$ cat src/rtl/leb128_fetch.sv
// leb128_fetch: operand-fetch stage that reads one LEB128 immediate from the
// byte-window ROM and decodes it serially at one byte per cycle.
//
// Ports:
//   clk, reset          clock and synchronous active-high reset
//   start               request strobe, sampled only in idle
//   addr                byte address of the first LEB128 byte
//   is_signed, width64  sLEB128 / uLEB128 select and 64/32-bit immediate select
//   busy, done          handshake: busy while working, done one-cycle pulse
//   value, length,      decoded immediate, bytes consumed and error code
//   error               (0 OK, 1 MEM, 2 TOO_LONG, 3 BAD_BITS, 4 NO_64B)
//   mem_addr, mem_extra ROM request (window size minus one in mem_extra)
//   mem_data, mem_error ROM window and bounds error, one cycle after request
module leb128_fetch #(
    parameter int unsigned MEM_DEPTH = 6,
    parameter int unsigned MEM_EXTRA = 4,
    parameter bit          USE_64B   = 1'b1
) (
    input  logic                          clk,
    input  logic                          reset,
    input  logic                          start,
    input  logic [MEM_DEPTH:0]            addr,
    input  logic                          is_signed,
    input  logic                          width64,
    output logic                          busy,
    output logic                          done,
    output logic [63:0]                   value,
    output logic [3:0]                    length,
    output logic [2:0]                    error,
    output logic [MEM_DEPTH:0]            mem_addr,
    output logic [MEM_EXTRA-1:0]          mem_extra,
    input  logic [(2**MEM_EXTRA)*8-1:0]   mem_data,
    input  logic                          mem_error
);

    localparam int unsigned WinW = (2**MEM_EXTRA) * 8;

    localparam logic [2:0] StIdle   = 3'd0;
    localparam logic [2:0] StFetch  = 3'd1;
    localparam logic [2:0] StWait   = 3'd2;
    localparam logic [2:0] StDecode = 3'd3;
    localparam logic [2:0] StDone   = 3'd4;

    localparam logic [2:0] ErrOk      = 3'd0;
    localparam logic [2:0] ErrMem     = 3'd1;
    localparam logic [2:0] ErrTooLong = 3'd2;
    localparam logic [2:0] ErrBadBits = 3'd3;
    localparam logic [2:0] ErrNo64b   = 3'd4;

    logic [2:0]           state_q, state_d;
    logic [MEM_DEPTH:0]   addr_q, addr_d;
    logic                 signed_q, signed_d;
    logic                 wide_q, wide_d;
    // Request rejected up front (64-bit without 64-bit support)
    logic                 rej_q, rej_d;
    logic [WinW-1:0]      win_q, win_d;
    logic [3:0]           idx_q, idx_d;
    logic [63:0]          acc_q, acc_d;
    logic [63:0]          value_q, value_d;
    logic [3:0]           length_q, length_d;
    logic [2:0]           error_q, error_d;

    logic [3:0]  maxb;
    logic [7:0]  cur;
    logic [6:0]  sh;
    logic [63:0] acc_next;
    logic        last;
    logic        bad_bits;
    logic [3:0]  len_next;
    logic [6:0]  sh_len;
    logic [63:0] sign_src;
    logic [63:0] ext_mask;
    logic [63:0] fin_val;

    // Decode datapath for the byte under the cursor
    always_comb begin
        maxb     = wide_q ? 4'd10 : 4'd5;
        cur      = win_q[8*int'(idx_q) +: 8];
        sh       = 7'(idx_q) * 7'd7;
        acc_next = acc_q | ({57'b0, cur[6:0]} << sh);
        last     = (idx_q == maxb - 4'd1);
        len_next = idx_q + 4'd1;

        if (!wide_q) begin
            bad_bits = signed_q ? (cur[6:4] != {3{cur[3]}}) : (cur[6:4] != 3'b000);
        end else begin
            bad_bits = signed_q ? !(cur[6:0] == 7'h00 || cur[6:0] == 7'h7f)
                                : (cur[6:1] != 6'b0);
        end

        // Sign-extend from bit 7*len-1; a 10-byte encoding already fills 64 bits
        sh_len   = 7'(len_next) * 7'd7;
        sign_src = acc_next >> (sh_len - 7'd1);
        ext_mask = (sh_len >= 7'd64) ? 64'b0 : ({64{1'b1}} << sh_len);
        fin_val  = acc_next;
        if (signed_q && sign_src[0]) begin
            fin_val = fin_val | ext_mask;
        end
        if (!wide_q) begin
            fin_val[63:32] = signed_q ? {32{fin_val[31]}} : 32'b0;
        end
    end

    always_comb begin
        state_d  = state_q;
        addr_d   = addr_q;
        signed_d = signed_q;
        wide_d   = wide_q;
        rej_d    = rej_q;
        win_d    = win_q;
        idx_d    = idx_q;
        acc_d    = acc_q;
        value_d  = value_q;
        length_d = length_q;
        error_d  = error_q;

        case (state_q)
            StIdle: begin
                if (start) begin
                    addr_d   = addr;
                    signed_d = is_signed;
                    wide_d   = width64;
                    rej_d    = width64 && !USE_64B;
                    idx_d    = 4'd0;
                    acc_d    = 64'b0;
                    state_d  = StFetch;
                end
            end
            StFetch: begin
                // A rejected request spends this cycle busy without touching the ROM
                if (rej_q) begin
                    value_d  = 64'b0;
                    length_d = 4'd0;
                    error_d  = ErrNo64b;
                    state_d  = StDone;
                end else begin
                    state_d = StWait;
                end
            end
            StWait: begin
                win_d = mem_data;
                if (mem_error) begin
                    value_d  = 64'b0;
                    length_d = 4'd0;
                    error_d  = ErrMem;
                    state_d  = StDone;
                end else begin
                    state_d = StDecode;
                end
            end
            StDecode: begin
                if (!cur[7] || last) begin
                    value_d  = fin_val;
                    length_d = len_next;
                    if (cur[7]) begin
                        error_d = ErrTooLong;
                    end else if (last && bad_bits) begin
                        error_d = ErrBadBits;
                    end else begin
                        error_d = ErrOk;
                    end
                    state_d = StDone;
                end else begin
                    acc_d = acc_next;
                    idx_d = len_next;
                end
            end
            StDone: begin
                state_d = StIdle;
            end
            default: begin
                state_d = StIdle;
            end
        endcase
    end

    always_ff @(posedge clk) begin
        if (reset) begin
            state_q  <= StIdle;
            addr_q   <= '0;
            signed_q <= 1'b0;
            wide_q   <= 1'b0;
            rej_q    <= 1'b0;
            win_q    <= '0;
            idx_q    <= 4'd0;
            acc_q    <= 64'b0;
            value_q  <= 64'b0;
            length_q <= 4'd0;
            error_q  <= 3'd0;
        end else begin
            state_q  <= state_d;
            addr_q   <= addr_d;
            signed_q <= signed_d;
            wide_q   <= wide_d;
            rej_q    <= rej_d;
            win_q    <= win_d;
            idx_q    <= idx_d;
            acc_q    <= acc_d;
            value_q  <= value_d;
            length_q <= length_d;
            error_q  <= error_d;
        end
    end

    always_comb begin
        busy   = (state_q == StFetch) || (state_q == StWait) || (state_q == StDecode);
        done   = (state_q == StDone);
        value  = value_q;
        length = length_q;
        error  = error_q;
        if ((state_q == StFetch || state_q == StWait) && !rej_q) begin
            mem_addr  = addr_q;
            mem_extra = wide_q ? MEM_EXTRA'(9) : MEM_EXTRA'(4);
        end else begin
            mem_addr  = '0;
            mem_extra = '0;
        end
    end

endmodule

$ cat config.mk
export PLATFORM = sky130hd
export DESIGN_NAME = leb128_fetch
export DESIGN_NICKNAME = d
export VERILOG_FILES = /design/src/rtl/leb128_fetch.sv
export SDC_FILE = /design/constraint.sdc
export NUM_CORES = 1
export LEC_CHECK = 0
export ABC_AREA = 1
export CELL_PAD_IN_SITES_DETAIL_PLACEMENT = 1
export CELL_PAD_IN_SITES_GLOBAL_PLACEMENT = 1
export CORE_MARGIN = 2
export CORE_UTILIZATION = 38
export DETAILED_ROUTE_END_ITERATION = 16
export HOLD_SLACK_MARGIN = 0.1
export PLACE_DENSITY_LB_ADDON = 0.1
export SLEW_MARGIN = 20
export SYNTH_ARGS = -nofsm -noshare
export SYNTH_HDL_FRONTEND = slang
export SYNTH_SLANG_ARGS = --single-unit
$ cat constraint.sdc
create_clock -name clk -period 6.3 [get_ports clk]
set_clock_uncertainty 0.15 [all_clocks]
set_input_delay 0.63 -clock clk [delete_from_list [all_inputs] [get_ports clk]]
set_output_delay 0.63 -clock clk [all_outputs]
set_load 0.02 [all_outputs]
### Yosys cells after proc, flatten, opt, wreduce, memory -nomap -nowiden

Cells that the tools add are included.

| word-level totals | value |
|---|---|
| register bits after elaboration | 279 |
| input bits | 141 |

| operators by class | value |
|---|---|
| add/sub/neg operators | 3 |
| multipliers | 2 |
| magnitude comparators | 1 |
| eq/ne operators | 11 |
| shifts and indexed selects | 4 |
| muxes and demuxes | 32 |
| bitwise operators | 3 |
| reductions and logical operators | 18 |

Operators by type and width:

| kind | number |
|---|---|
| two-way mux 64 bit | 6 |
| one-hot mux 64 bit (2 select lines) | 2 |
| OR 64 bit | 2 |
| variable part select 128 x 8 -> 8 bit | 1 |
| two-way mux 32 bit | 2 |
| left shift 64 x 7 -> 64 bit, first input constant | 1 |
| left shift 7 x 7 -> 64 bit | 1 |
| right shift 64 x 7 -> 1 bit | 1 |
| two-way mux 4 bit | 7 |
| one-hot mux 4 bit (2 select lines) | 2 |
| two-way mux 3 bit | 5 |
| multiplier 4 x 3 -> 7 bit, second input constant | 2 |
| one-hot mux 3 bit (4 select lines) | 1 |
| inequality test 2 bit, second input constant | 4 |
| == test 7 bit, second input constant | 1 |
| >= comparator 7 bit, second input constant | 1 |
| logical NOT 7 bit | 1 |
| two-way mux 7 bit | 1 |
| subtractor 7 x 1 -> 7 bit, second input constant | 1 |
| == test 3 x 2 -> 1 bit, second input constant | 2 |
| one-hot mux 3 bit (2 select lines) | 1 |
| nonzero test 3 bit | 2 |
| nonzero test 6 bit | 1 |
| adder 4 x 1 -> 4 bit, second input constant | 1 |
| 16 further kinds | 25 |

### Depth between registers and ports, before layout

Gate-level depths: netlist (run 1).

| depth | value |
|---|---|
| depth in word-level cells | 11 |
| mapped depth | 31 |

### Worst setup path before layout (run 1)

OpenSTA, ideal clock, no wires.

| timing | value |
|---|---|
| kind | register -> register |
| from | register idx_q[0] |
| to | register value_q[56], in the netlist value[56] |
| library setup time | 70 ps |
| data arrival time | 4734 ps |
| required time | 6080 ps |
| slack | 1346 ps |
| stages on the path, launching flop included | 27 |
| path buffers | 5 |
| period minus slack after synthesis | 4954 ps |
| path through | dfxtp_1 > inv_2 > buf_2 > buf_1 > ha_1 > clkbuf_1 > nor2_1 > clkbuf_1 > nor2_1 > xnor2_1 > inv_1 > ha_1 > fa_1 > nor2_1 > inv_1 > nor2_1 > nand2_1 > xnor2_1 > inv_1 > nand3_2 > nand4_4 > nand2_1 > nand2_1 > nand2_2 > buf_6 > nand2_1 > a21oi_1 |

| on the way | value |
|---|---|
| longest elaborated chain between the ends | 10 |
| elaborated cells on any way between the ends | 23 |
| those cells by class | 2 x add/sub; 2 x mul; 1 x order compare; 2 x eq/ne; 4 x shift; 6 x mux; 2 x bitwise; 4 x reduce/logical |

Ends and longest elaborated chain:

| what | line | source |
|---|---|---|
| start, declared | 57 | `logic [3:0] idx_q, idx_d;` |
| start signal, assigned | 197 | `idx_q <= idx_d;` |
| adder 4 x 1 -> 4 bit (tied with other cells) | 82 | `len_next = idx_q + 4'd1;` |
| multiplier 4 x 3 -> 7 bit or left shift 7 x 7 -> 64 bit (tied branches) | 92, 80 |  |
| subtractor 7 x 1 -> 7 bit (tied with other cells) | 93 | `sign_src = acc_next >> (sh_len - 7'd1);` |
| right shift 64 x 7 -> 1 bit or two-way mux 64 bit (tied branches) | 93, 94 |  |
| logical AND 1 bit or OR 64 bit (tied branches) | 96, 97 |  |
| two-way mux 64 bit | 96 | `if (signed_q && sign_src[0]) begin` |
| two-way mux 32 bit | 100 | `fin_val[63:32] = signed_q ? {32{fin_val[31]}} : 32'b0;` |
| two-way mux 32 bit | 99 | `if (!wide_q) begin` |
| two-way mux 64 bit | 152 | `if (!cur[7] \|\| last) begin` |
| one-hot mux 64 bit (2 select lines) | 117 | `case (state_q)` |
| end signal, assigned | 199 | `value_q <= value_d;` |
| end, declared | 59 | `logic [63:0] value_q, value_d;` |

Several ways; a longest one is shown, not always the timed one. The select of a mux whose other input is x is not followed.
A chain may end at the register's enable or synchronous reset.

### Worst setup path after layout (run 1)

| timing | value |
|---|---|
| from | register idx_q[0] |
| to | register value_q[34], in the netlist value[34] |

Same word-level chain as after synthesis.

==> run summary, run 1 <==
In this design, the critical path's most frequently occurring cell is sky130_fd_sc_hd__nand2_1. Buffers inserted to repair hold after CTS numbered 0. The wire length of the first global-routing pass was 88490 µm; the clock-pin slew on the worst setup and hold paths was 0.06 ns. In this run the critical register-to-register path is captured at value[34]$_SDFFE_PP0P_. The global placement routability congestion is 0.9246. For the number of failing hold endpoints at the final stage, the log shows 0. The design draws 10.06 mW. The row count is 71. The transition time at the pin with the least slew margin works out to 1.032 ns. Summing over every cut layer, the via total after detailed routing is 15460. The tools report the clock root buffer master as sky130_fd_sc_hd__clkbuf_16.

From left edge to right edge, the die measures 198.8 µm. Leaving out fill and tap cells, the most frequent cell in the layout is sky130_fd_sc_hd__nand2_1. In this run the deepest clock path goes through 3 buffers. The number of pins with negative max-slew slack in the final report is 0. End point of the most critical hold path: win_q[21]$_SDFFE_PP0N_. In the layout the commonest cells are sky130_fd_sc_hd__nand2_1, sky130_fd_sc_hd__a21oi_1, sky130_fd_sc_hd__inv_1.

The run gives 2 as the maximum level of the CTS H-tree. For this run the aggregate overflow at the end of global routing stands at 0. The initial antenna violation count was 1; the total global routing track utilization was 28.98%. During placement, the flow inserted port buffers numbering 222.

The Yosys step of the flow raised 0 warnings. For the via count of the first global-routing pass, the log shows 15340. The cell count after synthesis came out at 2250.

The core region is 37490 µm². The vias per cell came out at 5.307. The summed area of non-filler cells in the final layout was 18000 µm². The depth of the worst register-to-register path works out to 19. The worst path uses 84.30% of the clock period. Synthesis inferred 278 register bits. In this run, CTS created clock tree buffers numbering 34. The dominant register cell in the synthesized netlist was sky130_fd_sc_hd__dfxtp_1. The first TritonRoute pass finished after 5 iterations.

Once the floorplan was initialized, standard cells occupied 38.46% of the core. The startpoint type of the worst setup path is a flip-flop. The worst pin sits at a relative slew slack of 31.13%.

The maximum cell stage delay along the critical path came out at 0.63 ns. TritonCTS built the clock tree. In this run the worst hold path is classified as flip-flop to flip-flop. At the end of the flow, the number of nets in the layout was 2532. The netlist area before placement was 14420 µm²; the post-detailed-route DRC marker count was 0. The run gives 39510 µm² as the die area.

The kind of end point of the critical path is a flip-flop. The worst path needs 5.311 ns of the cycle, external delays included. The tools report the worst setup timing slack at the placement stage as 1.020 ns. The flow ran to the end, and the final reports show no timing, DRC or antenna violations. The logs give 40580 µm for the estimated wirelength of the detail-placed design and 0 for the final number of setup-violating endpoints. After detailed routing, the average wire length per cell comes to 19.55 µm. In this run the post-CTS setup repair buffer count came out at 0.

Relative area change from synthesis to final layout: 24.83%. The tools report the number of max-cap violations as 0. The startpoint identified for the worst register-to-register timing path is idx_q[0]$_SDFFE_PP0P_. Setup repair after global routing left no endpoint under its margin.

The slowest stage of the critical path is the sky130_fd_sc_hd__buf_4 cell. At the worst endpoint, the required time is 6.58 ns. Clock latency of the later-clocked register in the worst-skew pair: 0.53 ns. The logs give 278 for the number of sinks on the clock net and 16810 µm² for the placement-stage cell area. Based on the critical path, the design can be clocked at up to 188.3 MHz. The worst-case IR drop observed on VDD is 0.2773 mV. The run gives 5.60 ns as the critical path arrival.

In this run the count of I/O pins placed on the die edge is 225. Worst-path maximum fanout: 54. In the final layout, the share of cells above drive strength 1 is 5.202%. Post-CTS repair changed the size of 0 cells.

The cell depth of the worst min-delay path was 2; the total power divided by cell area was 559.0 nW/µm². The logs give 0 ns for the post-route setup TNS and 7.352 nW for the leakage component of the power. The critical path goes through inv_2 -> buf_4 -> buf_4 -> ha_1 -> ha_1 -> fa_1 -> nor2_1 -> inv_1 -> nor2_1 -> nand2_1 -> xnor2_1 -> inv_1 -> nand3_2 -> nand4_4 -> nand2_1 -> nand2_1 -> nand2_2 -> nand2_1 -> a21oi_1. Sequential elements use 38.60% of the synthesized area. The number of flops mapped to enable cells by yosys came out at 0. The final antenna-violating net count is 0. The die outline height was 198.8 µm.

The worst setup path is of the flip-flop to flip-flop kind. Hold path startpoint: win_q[21]$_SDFFE_PP0N_. Entering global routing, the biggest net connects 98 pins. The synthesized area divided by synthesized cell count is 6.407 µm², and the register-to-register setup slack is 0.99 ns.

The repair_antennas step left the layout with diodes totalling 0. The first routing iteration left 1336 violations. The async set or reset register ratio after synthesis was 0%. The run gives 56960 µm as the total wirelength of the detailed-routed design. In this run, distinct cell masters in the synthesized netlist total 45. The worst path meets setup with 0.9888 ns of slack.
[synth_stat cells, drive strengths merged, types with 2 or more instances]
cell type  number  share of area, %
xnor2           3              0.18
inv           305               7.9
o31ai           2              0.10
clkinv          8              0.21
o211ai          2              0.10
o21a            3              0.16
dfxtp         278                39
ha             11              0.95
nand3         148               5.2
nand2         560                15
a21oi         299                10
a21o            3              0.16
xor2            2              0.12
o21bai          5              0.29
a22oi          16              0.83
o21ai         181               6.3
or2             2             0.087
nor3           40               1.4
buf            55               2.1
nor2          154               4.1
clkbuf        101               2.6
nand4          62               2.8
[report_power, final]
group          total [mW]  switching (mW)  leakage, nW  internal, mW
Sequential           2.18           0.121         2.25          2.06
Combinational        5.81            4.32         4.52          1.49
Clock                2.08           0.789        0.582          1.29
[metrics by stage]
stage                     std cells  util [%]  hold WS (ns)
final                          2914     48.00        0.3032
after CTS                      2914     48.00        0.3064
after global routing           2914     48.00        0.3183
after detailed placement       2854     44.84        0.2981
after global placement         2854     44.84        0.2910
after floorplan                2251         -        0.2792
[flip-flops by register name, summed over array words and instances, names as in the netlist]
name / count
idx_q: 4
wide_q: 1
error: 2
length: 4
value: 64
addr_q: 7
state_q: 3
win_q: 128
acc_q: 64
signed_q: 1
[logic make-up (layout without fill, tap and decap cells)]
family / Yosys count / in the layout / synth area share (%)
simple gates: 967 / 967 / 28.42
flops: 278 / 278 / 38.60
compound gates: 518 / 518 / 18.69
fa+ha+maj: 12 / 12 / 1.094
other cells: 1 / 2 / 0.02601
buf+inv: 469 / 621 / 12.86
xor+xnor: 5 / 5 / 0.3038
[worst max-delay path by stage]
stage / from / end / slack [ns] / cells past startpoint
2_1_floorplan: idx_q[0]$_SDFFE_PP0P_ / value[56]$_SDFFE_PP0P_ / 1.35 / 26
3_3_place_gp: idx_q[0]$_SDFFE_PP0P_ / value[59]$_SDFFE_PP0P_ / 1.14 / 19
3_5_place_dp: idx_q[0]$_SDFFE_PP0P_ / value[34]$_SDFFE_PP0P_ / 1.02 / 19
4_1_cts: idx_q[0]$_SDFFE_PP0P_ / value[50]$_SDFFE_PP0P_ / 1.00 / 19
5_1_grt: idx_q[0]$_SDFFE_PP0P_ / value[50]$_SDFFE_PP0P_ / 0.49 / 21
6_report: idx_q[0]$_SDFFE_PP0P_ / value[34]$_SDFFE_PP0P_ / 0.99 / 19
[routing by layer]
metal	GRT usage [%]	vias to the layer above	part of all wire [%]
met3	3.577	73	5.1
met4	6.716	2	1.9
met1	41.80	7500	49
li1	-	7470	-
met2	46.00	419	44
met5	0	-	0.028
[area by class of cell]
| cell class | count | area [µm²] |
|---|---|---|
| tap | 511 | 639.4 |
| multi-input combinational | 1504 | 7013 |
| timing repair buffer | 248 | 2415 |
| inverter | 313 | 1177 |
| fill | 4886 | 19490 |
| clock buffer | 48 | 1015 |
| sequential | 278 | 5568 |
| clock inverter | 12 | 168.9 |
[critical path, delay by kind of cell, from the launching register on]
kind	cells	cell delay (ns)
simple gates	9	2.01
buf+inv	5	1.32
fa+ha+maj	3	0.96
flops	1	0.33
xor+xnor	1	0.24
compound gates	1	0.16
Note: power is estimated with default switching activity, not from simulation.
==> run 2, diff against run 1 <==
--- a/config.mk
+++ b/config.mk
@@ -9,7 +9,7 @@
 export CELL_PAD_IN_SITES_DETAIL_PLACEMENT = 1
 export CELL_PAD_IN_SITES_GLOBAL_PLACEMENT = 1
 export CORE_MARGIN = 2
-export CORE_UTILIZATION = 38
+export CORE_UTILIZATION = 34
 export DETAILED_ROUTE_END_ITERATION = 16
 export HOLD_SLACK_MARGIN = 0.1
 export PLACE_DENSITY_LB_ADDON = 0.1
==> constraint.sdc (replaced) <==
create_clock -name clk -period 4.4 [get_ports clk]
set_clock_uncertainty 0.15 [all_clocks]
set_input_delay 0.44 -clock clk [delete_from_list [all_inputs] [get_ports clk]]
set_output_delay 0.44 -clock clk [all_outputs]
set_load 0.02 [all_outputs]
==> run summary, run 2 (same netlist as run 1, synthesis figures left out) <==
The total core area was 41850 µm² (+12%); the final antenna-violating net count was 0 (unchanged). For the hold-fix buffer count after cts, the log shows 0 (unchanged). The count of buffers from port buffering is 222 (unchanged).

In this run the worst setup path terminates at value[58]$_SDFFE_PP0P_. The worst setup path is launched from a flip-flop. The tools report the hold path startpoint as win_q[16]$_SDFFE_PP0N_. The number of max-cap violations was 0 (unchanged); the vias per cell was 5.231 (-1.4%). The post-detailed-route DRC marker count was 0 (unchanged); the number of failing hold endpoints at the final stage was 0 (unchanged). The worst max-slew margin expressed relative to the limit was 27.50% (-3.6 points). The library cell used most frequently in the layout, excluding fill and tap cells, is sky130_fd_sc_hd__nand2_1.

Worst-path maximum fanout: 15 (-72%). The number of pins with negative max-slew slack in the final report is 0 (unchanged), and the die outline height is 209.9 µm (+5.6%). The logs give 0.05255 ns (-0.9670 ns) for the worst setup timing slack at the placement stage and 44060 µm² (+12%) for the die area.

Setup repair after global routing left no endpoint under its margin. The clock-pin slew on the worst setup and hold paths is 0.06 ns (about the same), and the share of total power in the clock network is 18.4% (-2.2 points). The transition time at the pin with the least slew margin is 1.088 ns (+0.05562 ns), and the critical path arrival is 4.49 ns (-1.11 ns). The leakage component of the power is 7.527 nW (+2.4%).

The via count of the first global-routing pass came out at 15730 (+2.6%). Clock root buffer master: sky130_fd_sc_hd__clkbuf_16. The wire length of the first global-routing pass is 91610 µm (+3.5%), and the estimated wirelength of the detail-placed design is 41570 µm (+2.4%). Register with the most flip-flops: win_q. The worst min-delay path category was flip-flop to flip-flop. For the non-filler instance count after layout, the log shows 2975 (+2.1%). The global placement routability congestion is 0.9429 (+2.0%), and the initial standard-cell utilization of the core is 34.45% (-4.0 points).

The run gives 249 (+150%) as the pin count of the biggest net entering global routing. The depth of the worst register-to-register path was 23 (+4). For the worst path setup slack after routing, the log shows 0.2373 ns (-0.7515 ns). The worst-case clock buffer depth is 3 (unchanged). Relative to the synthesized area, the layout overhead comes to 28.27%. The total power divided by cell area was 835.8 nW/µm² (+50%); the switching power was 8.045 mW (+54%).

The tools report the post-route setup TNS as 0 ns (unchanged). The post-route minimum period came out at 4.163 ns (-1.148 ns). TritonCTS built the clock tree.

The run finished with clean final reports. The horizontal extent of the die was 209.9 µm (+5.6%); the total wirelength of the detailed-routed design was 59530 µm (+4.5%). The run gives 26.87% (-2.1 points) as the total global routing track utilization. The remaining global-route overflow was 0 (unchanged). In this run the worst setup path begins at idx_q[0]$_SDFFE_PP0P_. The switching share of power is 52.05% (about the same).

The number of I/O pins is 225 (unchanged), and the total internal power is 7.410 mW (+53%). For the clock latency of the later-clocked register in the worst-skew pair, the log shows 0.56 ns (+0.03 ns). The register-to-register setup slack was 0.24 ns (-0.75 ns). The part of the power in combinational logic was 61.5% (+3.8 points); the total vias in the final route was 15560 (+0.64%). The worst setup path is of the flip-flop to flip-flop kind. The number of placed cells counting well taps is 2910 (+2.0%), and the fmax is 240.2 MHz (+28%). Critical register-to-register path endpoint: value[58]$_SDFFE_PP0P_. The final number of setup-violating endpoints came out at 0 (unchanged). The run gives 1178 (-12%) as the detailed router's first-iteration violation count. The net total in the final layout was 2565 (+1.3%). The logs give 75 (+5.6%) for the row count and 20.1% (-1.5 points) for the part of the power in registers.

The flip-flop count of the largest register after layout works out to 128 (unchanged). Initial antenna violation count: 4 (+3). For the count of TritonRoute iterations in the first routing pass, the log shows 5 (unchanged).

The maximum level of the CTS H-tree came out at 2 (unchanged). STA classifies the critical path endpoint as a flip-flop. The launching point of the worst reg2reg path was idx_q[0]$_SDFFE_PP0P_.

The clock buffer count from CTS was 35 (+2.9%); the endpoint required time on the critical path was 4.72 ns (-1.86 ns). Leaving out fill and tap cells, the most frequent cells in the layout are sky130_fd_sc_hd__nand2_1, sky130_fd_sc_hd__a21oi_1, sky130_fd_sc_hd__inv_1. The share of the cycle needed by the critical path after routing was 94.61% (+10 points). Number of sinks on the clock net: 278 (unchanged). The share of the core filled with cells was 44.18% (-3.8 points). The fraction of final layout cells with drive strength greater than 1 works out to 7.351% (+2.1 points). Peak supply drop: 0.5108 mV (+84%).

The post-detailed-route wirelength per cell works out to 20.01 µm (+2.4%).
[run 2: changes by cell type in the layout (fill, tap and decap cells not counted), sizes merged]
cell	delta
buf	+30
diode	+1
inv	-2
clkinvlp	+4
clkbuf	+1
bufinv	-3
clkinv	+2
[run 2: final cells by class]
class	count	area, µm²
tap	539	674.4
antenna	1	2.502
clock inverter	12	110.1
multi-input combinational	1504	7132
timing repair buffer	279	2804
inverter	313	1182
fill	5350	23360
clock buffer	48	1006
sequential	278	5573
timing repair inverter	1	7.507
[run 2: per-stage QoR]
step | cell area, µm² | total power, mW | hold WS, ns
6_report | 18490 | 15.45 | 0.3024
5_1_grt | 18490 | 16.48 | 0.3218
4_1_cts | 18340 | 15.02 | 0.3040
3_5_place_dp | 17220 | 12.12 | 0.2956
3_3_place_gp | 17220 | 11.98 | 0.2880
2_1_floorplan | 14500 | 8.714 | 0.2792
[run 2: worst min path at each step]
stage,to,slack (ns),cells past startpoint
3_5_place_dp,win_q[13]$_SDFFE_PP0N_,0.30,2
5_1_grt,win_q[121]$_SDFFE_PP0N_,0.32,2
3_3_place_gp,addr_q[3]$_SDFFE_PP0P_,0.29,2
4_1_cts,win_q[13]$_SDFFE_PP0N_,0.30,2
2_1_floorplan,win_q[10]$_SDFFE_PP0N_,0.28,2
6_report,win_q[16]$_SDFFE_PP0N_,0.30,2
[run 2: what timing repair did]
| action | CTS | global route |
|---|---|---|
| resized for setup | 0 | 31 |
| endpoints found under the setup margin | 0 | 62 |
| buffers inserted | 0 | 2 |
[run 2: routing by layer]
| layer | track usage [%] | wire (µm) | vias up |
|---|---|---|---|
| met5 | 0 | 38 | - |
| met4 | 9.073 | 1612 | 6 |
| met3 | 4.818 | 3526 | 96 |
| met2 | 41.87 | 26290 | 434 |
| met1 | 37.43 | 28060 | 7482 |
| li1 | - | - | 7545 |
[run 2: power groups by stage]
stage | Clock, mW | Sequential [mW] | Combinational [mW]
floorplan | 0 | 3.12 | 5.60
global placement | 0 | 3.13 | 8.85
detailed placement | 0 | 3.15 | 8.97
CTS | 2.91 | 3.10 | 9.02
global route | 3.00 | 3.14 | 10.3
finish | 2.85 | 3.10 | 9.50
[run 2: critical path, cell delays in order, from the launching register on]
cell	delay (ns)
sky130_fd_sc_hd__dfxtp_4	0.39
sky130_fd_sc_hd__inv_2	0.07
sky130_fd_sc_hd__ha_4	0.32
sky130_fd_sc_hd__nand2_2	0.10
sky130_fd_sc_hd__inv_2	0.11
sky130_fd_sc_hd__nor2_4	0.05
sky130_fd_sc_hd__xnor2_2	0.16
sky130_fd_sc_hd__inv_1	0.06
sky130_fd_sc_hd__ha_1	0.23
sky130_fd_sc_hd__fa_2	0.70
sky130_fd_sc_hd__inv_4	0.08
sky130_fd_sc_hd__o211ai_1	0.26
sky130_fd_sc_hd__buf_4	0.18
sky130_fd_sc_hd__a21oi_1	0.04
sky130_fd_sc_hd__nand2_1	0.09
sky130_fd_sc_hd__nand3_1	0.13
sky130_fd_sc_hd__nand3_4	0.13
sky130_fd_sc_hd__nand4_4	0.15
sky130_fd_sc_hd__nand2_2	0.09
sky130_fd_sc_hd__nand2_1	0.08
sky130_fd_sc_hd__nand2_4	0.13
sky130_fd_sc_hd__clkbuf_16	0.19
sky130_fd_sc_hd__nand2_1	0.06
sky130_fd_sc_hd__a21oi_1	0.12
==> run 3, diff against run 2 <==
--- a/config.mk
+++ b/config.mk
@@ -5,11 +5,10 @@
 export SDC_FILE = /design/constraint.sdc
 export NUM_CORES = 1
 export LEC_CHECK = 0
-export ABC_AREA = 1
 export CELL_PAD_IN_SITES_DETAIL_PLACEMENT = 1
 export CELL_PAD_IN_SITES_GLOBAL_PLACEMENT = 1
 export CORE_MARGIN = 2
-export CORE_UTILIZATION = 34
+export CORE_UTILIZATION = 36
 export DETAILED_ROUTE_END_ITERATION = 16
 export HOLD_SLACK_MARGIN = 0.1
 export PLACE_DENSITY_LB_ADDON = 0.1
==> run summary, run 3 <==
The simple-gate area share of the yosys netlist is 19.27% (-9.1 points), and the maximum cell stage delay along the critical path is 0.53 ns (-0.17 ns). The pin count of the biggest net entering global routing came out at 188 (-24%). Total power: 5.774 mW (-63%). The synthesis-stage register bit count is 278 (unchanged). The initial antenna violation count was 0 (-4); the total core area was 36610 µm² (-13%). The tools report the switching power as 1.454 mW (-82%). Ranked by total cell area, the synthesized netlist is headed by sky130_fd_sc_hd__dfxtp_1, sky130_fd_sc_hd__a21oi_1, sky130_fd_sc_hd__nand2_1. The wire length of the first global-routing pass was 78440 µm (-14%); the total vias in the final route was 12790 (-18%). For the global placement routability congestion, the log shows 0.9314 (-1.2%). The run finished with clean final reports. The tree is rooted in a sky130_fd_sc_hd__clkbuf_16. The critical path buffer and inverter count is 3 (-3). The number of failing hold endpoints at the final stage was 0 (unchanged).

For the row count, the log shows 70 (-6.7%). Total internal power: 4.320 mW (-42%). The largest family of logic cells by synthesized area is compound AO/OA/AOI/OAI gates.

The remaining global-route overflow was 0 (unchanged); the worst-path maximum fanout was 8 (-7). For the critical path arrival, the log shows 4.60 ns (+0.11 ns). The number of placed cells counting well taps was 2211 (-24%).

Leaving out fill and tap cells, the most frequent cells in the layout are sky130_fd_sc_hd__nand2_1, sky130_fd_sc_hd__dfxtp_1, sky130_fd_sc_hd__a21oi_1. By count the netlist is led by sky130_fd_sc_hd__nand2_1, sky130_fd_sc_hd__dfxtp_1, sky130_fd_sc_hd__a21oi_1. The number of I/O pins was 225 (unchanged); the total power divided by cell area was 333.1 nW/µm² (-60%).

The adder-cell share of the synthesized area was 1.181% (+0.087 points). The type of the worst setup path is flip-flop to flip-flop. For the worst max-slew margin expressed relative to the limit, the log shows 28.42% (+0.92 points). In the synthesized netlist the dominant register cell turns out to be sky130_fd_sc_hd__dfxtp_1. The switching share of power was 25.19% (-27 points). The fraction of final layout cells with drive strength greater than 1 is 12.07% (+4.7 points).

Slowest stage cell on the critical path: sky130_fd_sc_hd__fa_2. Setup repair after global routing could not meet its margin everywhere. Count of buffers from port buffering: 222 (unchanged).

The tools report the number of filler cells placed in the layout as 4287 (-20%). The tools report the total wirelength of the detailed-routed design as 52340 µm (-12%). The tools report the part of the power in registers as 45.5% (+25 points). Yosys instantiated no cell more often than sky130_fd_sc_hd__nand2_1.

The synthesized instance count is 1603 (-29%). The register with the most flip-flops was win_q. The logs give 38640 µm² (-12%) for the die area and 79 (+76%) for the count of unique library cells instantiated by Yosys.

Compared with the post-synthesis result, the final layout area differs by 29.84%. TritonCTS built the clock tree. The number of flops mapped to enable cells by yosys was 0 (unchanged).

The initial standard-cell utilization of the core is 36.47% (+2.0 points). Number of pins with negative max-slew slack in the final report: 0 (unchanged). Net total in the final layout: 1935 (-25%).

The peak supply drop was 0.2600 mV (-49%). For the worst path setup slack after routing, the log shows 0.1460 ns (-0.09130 ns). Worst setup timing slack at the placement stage: 0.1072 ns (+0.05468 ns). The fraction of synthesized area in multiplexers is 7.581% (+7.6 points). The die outline height works out to 196.6 µm (-6.4%).

The final number of setup-violating endpoints is 0 (unchanged), and the transition time at the pin with the least slew margin is 1.067 ns (-0.02102 ns). The tools report the via count of the first global-routing pass as 12640 (-20%). Family with the most delay on the worst path: adder cells. The worst-case clock buffer depth was 3 (unchanged); the number of sinks on the clock net was 278 (unchanged).

The number of max-cap violations is 0 (unchanged). The detailed router's first-iteration violation count was 870 (-26%); the register cell area after layout was 5570 µm² (about the same). The startpoint type of the worst setup path was a flip-flop.

The post-route minimum period came out at 4.254 ns (+0.09130 ns). The count of TritonRoute iterations in the first routing pass was 5 (unchanged); the netlist area before placement was 13350 µm² (-7.4%). The tools report the estimated wirelength of the detail-placed design as 38410 µm (-7.6%). The horizontal extent of the die is 196.6 µm (-6.4%), and the flip-flop count of the largest register after layout is 128 (unchanged).

Clock latency of the later-clocked register in the worst-skew pair: 0.58 ns (+0.02 ns). STA classifies the critical path endpoint as a flip-flop. The clock buffer count from CTS was 31 (-11%). Of all cell types, the one taking the most synthesized area is sky130_fd_sc_hd__dfxtp_1. The synthesized area divided by synthesized cell count is 8.329 µm² (+30%), and the xor/xnor share of the synthesized area is 0.9840% (+0.68 points). The post-detailed-route wirelength per cell was 23.02 µm (+15%).

The tools report the post-detailed-route DRC marker count as 0 (unchanged). The fraction of post-synthesis cell area in the top cell type by area was 41.68% (+3.1 points); the fmax was 235.1 MHz (-2.1%). The async set or reset register ratio after synthesis is 0% (unchanged), and the total number of yosys warnings is 0 (unchanged). The run gives 47.35% (+3.2 points) as the share of the core filled with cells. In this design, the critical path's most frequently occurring cell is sky130_fd_sc_hd__buf_4. For the final antenna-violating net count, the log shows 0 (unchanged).

For the leakage component of the power, the log shows 5.774 nW (-23%). The library cell used most frequently in the layout, excluding fill and tap cells, is sky130_fd_sc_hd__nand2_1. Walking the worst path, the cells encountered are inv_8 -> ha_4 -> nand2b_1 -> and2_4 -> xnor2_1 -> ha_1 -> fa_2 -> nor2_2 -> nand2_2 -> xnor2_4 -> o31ai_2 -> o221ai_2 -> o211ai_4 -> buf_4 -> buf_4 -> or3b_1 -> a311oi_2. The part of the power in combinational logic is 9.1% (-52 points). The share of the cycle needed by the critical path after routing was 96.68% (+2.1 points); the non-filler instance count after layout was 2274 (-24%).

The vias per cell came out at 5.625 (+7.5%). The sequential-to-total area share from yosys stat was 41.68% (+3.1 points); the clock-pin slew on the worst setup and hold paths was 0.07 ns (about the same). The count of inserted antenna diode cells is 0 (-1), and the endpoint required time on the critical path is 4.75 ns (+0.03 ns). The path class of the tightest hold or removal check is input pin to flip-flop. Area of the multi-input gates: 7276 µm² (+2.0%).

The total global routing track utilization came out at 26.37% (-0.50 points). The maximum level of the CTS H-tree is 1 (-1). The share of total power in the clock network was 45.4% (+27 points); the compound-cell area share of the yosys netlist was 23.69% (+5.0 points).
==> run 3: changes by cell type after synthesis, moves of 53 or more <==
cell / delta
sky130_fd_sc_hd__a21oi_1: -53
sky130_fd_sc_hd__nand2_1: -243
sky130_fd_sc_hd__nand3_1: -129
sky130_fd_sc_hd__nand4_1: -58
sky130_fd_sc_hd__inv_1: -274
sky130_fd_sc_hd__o21ai_0: -155
==> run 3: area by class of cell <==
cell class / instances / share of cell area, %
well taps: 468 / 3.378
flip-flops and latches: 278 / 32.13
clock inverters: 14 / 0.8012
multi-input cells: 1164 / 41.97
clock buffers: 43 / 5.081
repair buffers: 293 / 16.28
inverters: 14 / 0.3609
==> run 3: metrics by stage <==
stage	hold WS [ns]	setup TNS, ns	cell area, µm²
6_report	0.2568	0	17340
2_1_floorplan	0.2816	-0.8000	13680
4_1_cts	0.2355	0	17290
3_3_place_gp	0.2886	0	16260
3_5_place_dp	0.2951	0	16260
5_1_grt	0.2526	-0.04252	17340
==> run 3: cells by family (layout without fill, tap and decap cells) <==
logic type / after synthesis / after routing
AOI/OAI and AO/OA: 491 / 492
DFF: 278 / 278
and+or+nand+nor: 586 / 586
buffers and inverters: 163 / 364
muxes: 57 / 57
xor gates and xnor gates: 15 / 15
other: 1 / 2
adders and majority gates: 12 / 12
==> run 3: what timing repair did <==
action                                  CTS  global route
buffers inserted                          0             4
endpoints found under the hold margin    28             0
gates resized for setup                   0             1
hold buffers                              1             0
endpoints found under the setup margin    0            33
==> run 3: path summary, 6_finish.rpt <==
path	startpoint	to	slack (ns)	cells after the start
min	addr[0]	addr_q[0]$_SDFFE_PP0P_	0.26	3
max	idx_q[0]$_SDFFE_PP0P_	value[12]$_SDFFE_PP0P_	0.15	17
min reg2reg	addr_q[3]$_SDFFE_PP0P_	addr_q[3]$_SDFFE_PP0P_	0.30	2
max reg2reg	idx_q[0]$_SDFFE_PP0P_	value[12]$_SDFFE_PP0P_	0.15	17
==> run 3: per-layer routing <==
layer	wire length, µm	share of wire [%]	track usage [%]
met1	23790	45	36.35
met2	24190	46	43.03
met3	2391	4.6	3.029
met4	1968	3.8	8.967
met5	0	0	0
==> run 3: power groups by stage <==
stage               registers [mW]  clock network (mW)  logic [mW]
global placement              2.68                   0       0.520
finish                        2.63                2.62       0.523
detailed placement            2.68                   0       0.524
floorplan                     2.66                   0       0.271
CTS                           2.63                2.68       0.526
global route                  2.63                2.79       0.567
==> run 3: worst reg2reg max path: stages (launching register included) <==
cell and delay [ns]:
sky130_fd_sc_hd__dfxtp_4 0.43, sky130_fd_sc_hd__inv_8 0.04, sky130_fd_sc_hd__ha_4 0.30, sky130_fd_sc_hd__nand2b_1 0.08, sky130_fd_sc_hd__and2_4 0.17, sky130_fd_sc_hd__xnor2_1 0.13
sky130_fd_sc_hd__ha_1 0.21, sky130_fd_sc_hd__fa_2 0.53, sky130_fd_sc_hd__nor2_2 0.18, sky130_fd_sc_hd__nand2_2 0.13, sky130_fd_sc_hd__xnor2_4 0.26, sky130_fd_sc_hd__o31ai_2 0.13
sky130_fd_sc_hd__o221ai_2 0.27, sky130_fd_sc_hd__o211ai_4 0.16, sky130_fd_sc_hd__buf_4 0.20, sky130_fd_sc_hd__buf_4 0.15, sky130_fd_sc_hd__or3b_1 0.41, sky130_fd_sc_hd__a311oi_2 0.27
==> variant 1: new RTL, config.mk and constraints of run 3 <==
Take the reset off `addr_q` and load it in a clocked block of its own.
--- a/src/rtl/leb128_fetch.sv
+++ b/src/rtl/leb128_fetch.sv
@@ -179,3 +179,2 @@
             state_q  <= StIdle;
-            addr_q   <= '0;
             signed_q <= 1'b0;
@@ -191,3 +190,2 @@
             state_q  <= state_d;
-            addr_q   <= addr_d;
             signed_q <= signed_d;
@@ -202,2 +200,6 @@
         end
+    end
+
+    always_ff @(posedge clk) begin
+        addr_q <= addr_d;
     end
Check against the original RTL: no difference found for any inputs over 4 cycles, from zero or initial values and one cycle with reset high; that may be too few to reach the edited logic, so the function may still have changed.
==> variant 1 against run 3 <==
- area after synthesis up 1.0%
- die area rose by 0.98%
- worst setup slack worse by 0.020 ns
- critical path depth increased by 2
- design area rose by 4.8%
- cell count grew 3.5%
- critical path type unchanged
- hold slack better by 0.036 ns
- synthesized cell count up 1.5%
- routed wire length grew 6.4%
- sequential cell count stayed put
- total power is 11% higher
- via count is 4.6% higher
- combinational power grew 39%
==> variant 1: results (changes against run 3) <==
<table>
<tr><th>Metric</th><th>Value</th></tr>
<tr><th colspan="2">Route</th></tr>
<tr><td>Total detailed-routing wirelength</td><td>55.7 mm (+6.4%)</td></tr>
<tr><td>Detailed-routed wire length on met2</td><td>26.0 mm (+7.5%)</td></tr>
<tr><td>Met1 WL</td><td>24.7 mm (+4.0%)</td></tr>
<tr><th colspan="2">Finish</th></tr>
<tr><td>Layout cells sized above 1</td><td>0.145 (+0.0246)</td></tr>
<tr><td>Number of non-clock inverters in the layout</td><td>18 (+4)</td></tr>
<tr><td>Number of multi-input combinational cells</td><td>1177 (+1.1%)</td></tr>
<tr><td>Final-layout non-clock buffer area share</td><td>0.183 (+0.0199)</td></tr>
<tr><td>Layout clock buffers</td><td>48 (+12%)</td></tr>
<tr><td>Fill cell total of the finished layout</td><td>4276 (-0.26%)</td></tr>
<tr><td>Share of cell area taken by multi-input logic gates</td><td>0.404 (-0.0153)</td></tr>
<tr><td>Sequential cell area</td><td>0.00564 mm^2 (+1.2%)</td></tr>
<tr><th colspan="2">Global route</th></tr>
<tr><td>Global Route met3 Usage</td><td>0.0388 (+0.00847)</td></tr>
<tr><td>Met2 track demand over resource in global routing</td><td>0.467 (+0.0369)</td></tr>
<tr><td>First-pass GRT wire length</td><td>83.8 mm (+6.9%)</td></tr>
<tr><th colspan="2">Worst setup path</th></tr>
<tr><td>Crit path launch</td><td>idx_q[1]</td></tr>
<tr><td>Reg2reg end</td><td>value[63]</td></tr>
<tr><td>Arr. time, crit path</td><td>4.55 ns (-0.05 ns)</td></tr>
<tr><th colspan="2">Placed design</th></tr>
<tr><td>DP Area</td><td>0.0168 mm^2 (+3.2%)</td></tr>
<tr><th colspan="2">Power and ir drop</th></tr>
<tr><td>Leakage power</td><td>0.00626 uW (+8.5%)</td></tr>
<tr><td>Peak ir drop on the vdd network</td><td>0.219 mV (-16%)</td></tr>
<tr><th colspan="2">Timing</th></tr>
<tr><td>Part of the cycle the worst path needs</td><td>0.971 (+0.00464)</td></tr>
<tr><th colspan="2">Hold path</th></tr>
<tr><td>Number of cells on the worst hold path</td><td>2 (-1)</td></tr>
<tr><td>Hold path endpoint</td><td>error[1]</td></tr>
<tr><th colspan="2">Run status</th></tr>
<tr><td>Outcome</td><td>finished clean</td></tr>
<tr><th colspan="2">Clock network</th></tr>
<tr><td>Clock buffers created by TritonCTS</td><td>35 (+13%)</td></tr>
<tr><td>Post-CTS sizing</td><td>1 (+1)</td></tr>
<tr><th colspan="2">Synthesis</th></tr>
<tr><td>Most common library cells after synthesis</td><td>sky130_fd_sc_hd__nand2_1, sky130_fd_sc_hd__dfxtp_1, sky130_fd_sc_hd__a21oi_1</td></tr>
<tr><td>Compound-gate portion of the synthesized area</td><td>0.239 (+0.00238)</td></tr>
</table>
## variant 1: cell types whose count changed in the layout (fill, tap and decap cells not counted), moves of 8 or more
cell                       change
sky130_fd_sc_hd__buf_4        +55
sky130_fd_sc_hd__a21oi_1      -33
sky130_fd_sc_hd__a32o_1       +32
sky130_fd_sc_hd__a22o_1       -19
sky130_fd_sc_hd__a31oi_1      -17
sky130_fd_sc_hd__a22oi_1      +15
sky130_fd_sc_hd__o21ai_0      +10
sky130_fd_sc_hd__nand2b_1      +9
sky130_fd_sc_hd__o211ai_1      -8
## variant 1: power by group
group          total (uW)  leakage, uW  internal (uW)  switching, uW
logic                 728      0.00342            310            418
clock network        3020     0.000591           1870           1140
registers            2680      0.00226           2620           63.3
total                6430      0.00626           4800           1630
## variant 1: through the flow
stage | hold WS, ns | instances
floorplan | 0.283 | 1628
global route | 0.311 | 2354
detailed placement | 0.295 | 2287
CTS | 0.277 | 2349
finish | 0.293 | 2354
global placement | 0.279 | 2287
==> variant 2: new RTL, flow settings as in run 3 <==
Without the edit above. The parameter `MEM_EXTRA` goes from 4 to 5.
--- a/src/rtl/leb128_fetch.sv
+++ b/src/rtl/leb128_fetch.sv
@@ -15,3 +15,3 @@
     parameter int unsigned MEM_DEPTH = 6,
-    parameter int unsigned MEM_EXTRA = 4,
+    parameter int unsigned MEM_EXTRA = 5,
     parameter bit          USE_64B   = 1'b1
Interface: changed (resized mem_data and mem_extra); port bits go from 225 to 354. The function was not compared with the original's and may differ.
==> variant 2 against run 3 <==
- design area decreased by 0.46%
- area after synthesis fell by 1.1%
- global-route usage decreased by 0.38 points
- via count shrank 0.59%
- fmax is 1.7% higher
- worst setup slack better by 0.069 ns
- total power grew 2.3%
- sequential cell count is the same
- routed wire length fell by 3.8%
- critical path type unchanged
==> variant 2: results (changes against run 3) <==
<table>
<tr><th>Metric</th><th>Value</th></tr>
<tr><th colspan="2">Finish</th></tr>
<tr><td>Final-layout non-clock buffer area share</td><td>0.162 (-0.000985)</td></tr>
<tr><td>Sequential fraction of total cell area</td><td>0.323 (+0.00135)</td></tr>
<tr><td>Fill cell total of the finished layout</td><td>4228 (-1.4%)</td></tr>
<tr><td>Fin nets</td><td>2079 (+7.4%)</td></tr>
<tr><td>Number of multi-input combinational cells</td><td>1181 (+1.5%)</td></tr>
<tr><td>Number of non-clock inverters in the layout</td><td>17 (+3)</td></tr>
<tr><td>Layout cells sized above 1</td><td>0.0982 (-0.0225)</td></tr>
<tr><td>Layout clock buffers</td><td>54 (+26%)</td></tr>
<tr><th colspan="2">Global route</th></tr>
<tr><td>Total global-route track usage</td><td>0.260 (-0.00381)</td></tr>
<tr><td>Initial antenna violation count</td><td>5 (+5)</td></tr>
<tr><td>Met2 track demand over resource in global routing</td><td>0.417 (-0.0132)</td></tr>
<tr><th colspan="2">Placed design</th></tr>
<tr><td>Placed Instances</td><td>2230 (+0.86%)</td></tr>
<tr><td>DP Area</td><td>0.0161 mm^2 (-0.68%)</td></tr>
<tr><td>Setup slack after placement</td><td>0.153 ns (+0.0460 ns)</td></tr>
<tr><th colspan="2">Timing</th></tr>
<tr><td>Max-slew headroom</td><td>0.258 (-0.0259)</td></tr>
<tr><td>Worst hold slack</td><td>0.162 ns (-0.0952 ns)</td></tr>
<tr><td>Max Clk Rate</td><td>239 MHz (+1.7%)</td></tr>
<tr><th colspan="2">Worst setup path</th></tr>
<tr><td>Arr. time, crit path</td><td>4.48 ns (-0.12 ns)</td></tr>
<tr><td>Cell count of the worst reg-to-reg path</td><td>18 (+1)</td></tr>
<tr><th colspan="2">Clock network</th></tr>
<tr><td>H-tree levels</td><td>2 (+1)</td></tr>
<tr><td>Worst-Skew Late Latency</td><td>0.53 ns (-0.05 ns)</td></tr>
<tr><th colspan="2">Power and ir drop</th></tr>
<tr><td>Leakage power</td><td>0.00586 uW (+1.6%)</td></tr>
<tr><td>Net Sw Frac</td><td>0.243 (-0.00905)</td></tr>
<tr><th colspan="2">Run status</th></tr>
<tr><td>Outcome</td><td>finished clean</td></tr>
<tr><th colspan="2">Synthesis</th></tr>
<tr><td>Count of cell types in the netlist</td><td>68 (-14%)</td></tr>
<tr><td>Cell types occupying the most area after synthesis</td><td>sky130_fd_sc_hd__dfxtp_1, sky130_fd_sc_hd__a21oi_1, sky130_fd_sc_hd__nand2_1</td></tr>
<tr><td>Share of the yosys chip area belonging to registers</td><td>0.421 (+0.00446)</td></tr>
<tr><th colspan="2">Route</th></tr>
<tr><td>Met1 WL</td><td>22.6 mm (-4.9%)</td></tr>
<tr><td>Detailed-routed wire length on met2</td><td>23.0 mm (-5.1%)</td></tr>
<tr><td>Top sig layer</td><td>met5</td></tr>
<tr><td>Post-DR wirelength/cell</td><td>22.0 um (-4.5%)</td></tr>
<tr><th colspan="2">Hold path</th></tr>
<tr><td>Number of cells on the worst hold path</td><td>2 (-1)</td></tr>
</table>
==> variant 2: cell types whose count changed after synthesis, sizes merged, moves of 4 or more <==
cell    delta
o31ai      -4
a311oi     -4
nor3       -4
a21oi      +8
clkbuf     +8
a31oi      +4
a21o       +4
buf        -8
a211oi     +5
a221o     -13
o21ai     +16
nand2      +6
==> variant 2: logic make-up (layout without fill, tap and decap cells) <==
family / Yosys count / after routing / share of synthesized area
compound gates: 503 / 503 / 0.233
xor+xnor: 15 / 15 / 0.00995
fa+ha+maj: 12 / 12 / 0.0119
buf+inv: 166 / 363 / 0.0554
flops: 278 / 278 / 0.421
mux: 57 / 57 / 0.0797
other cells: 1 / 3 / 0.000284
simple gates: 591 / 591 / 0.189
==> variant 2: power by group through the flow <==
stage | Clock (uW) | Sequential [uW] | Combinational [uW]
global route | 2930 | 2640 | 554
global placement | 0 | 2680 | 502
floorplan | 0 | 2660 | 267
detailed placement | 0 | 2690 | 507
CTS | 2820 | 2630 | 509
finish | 2770 | 2630 | 505
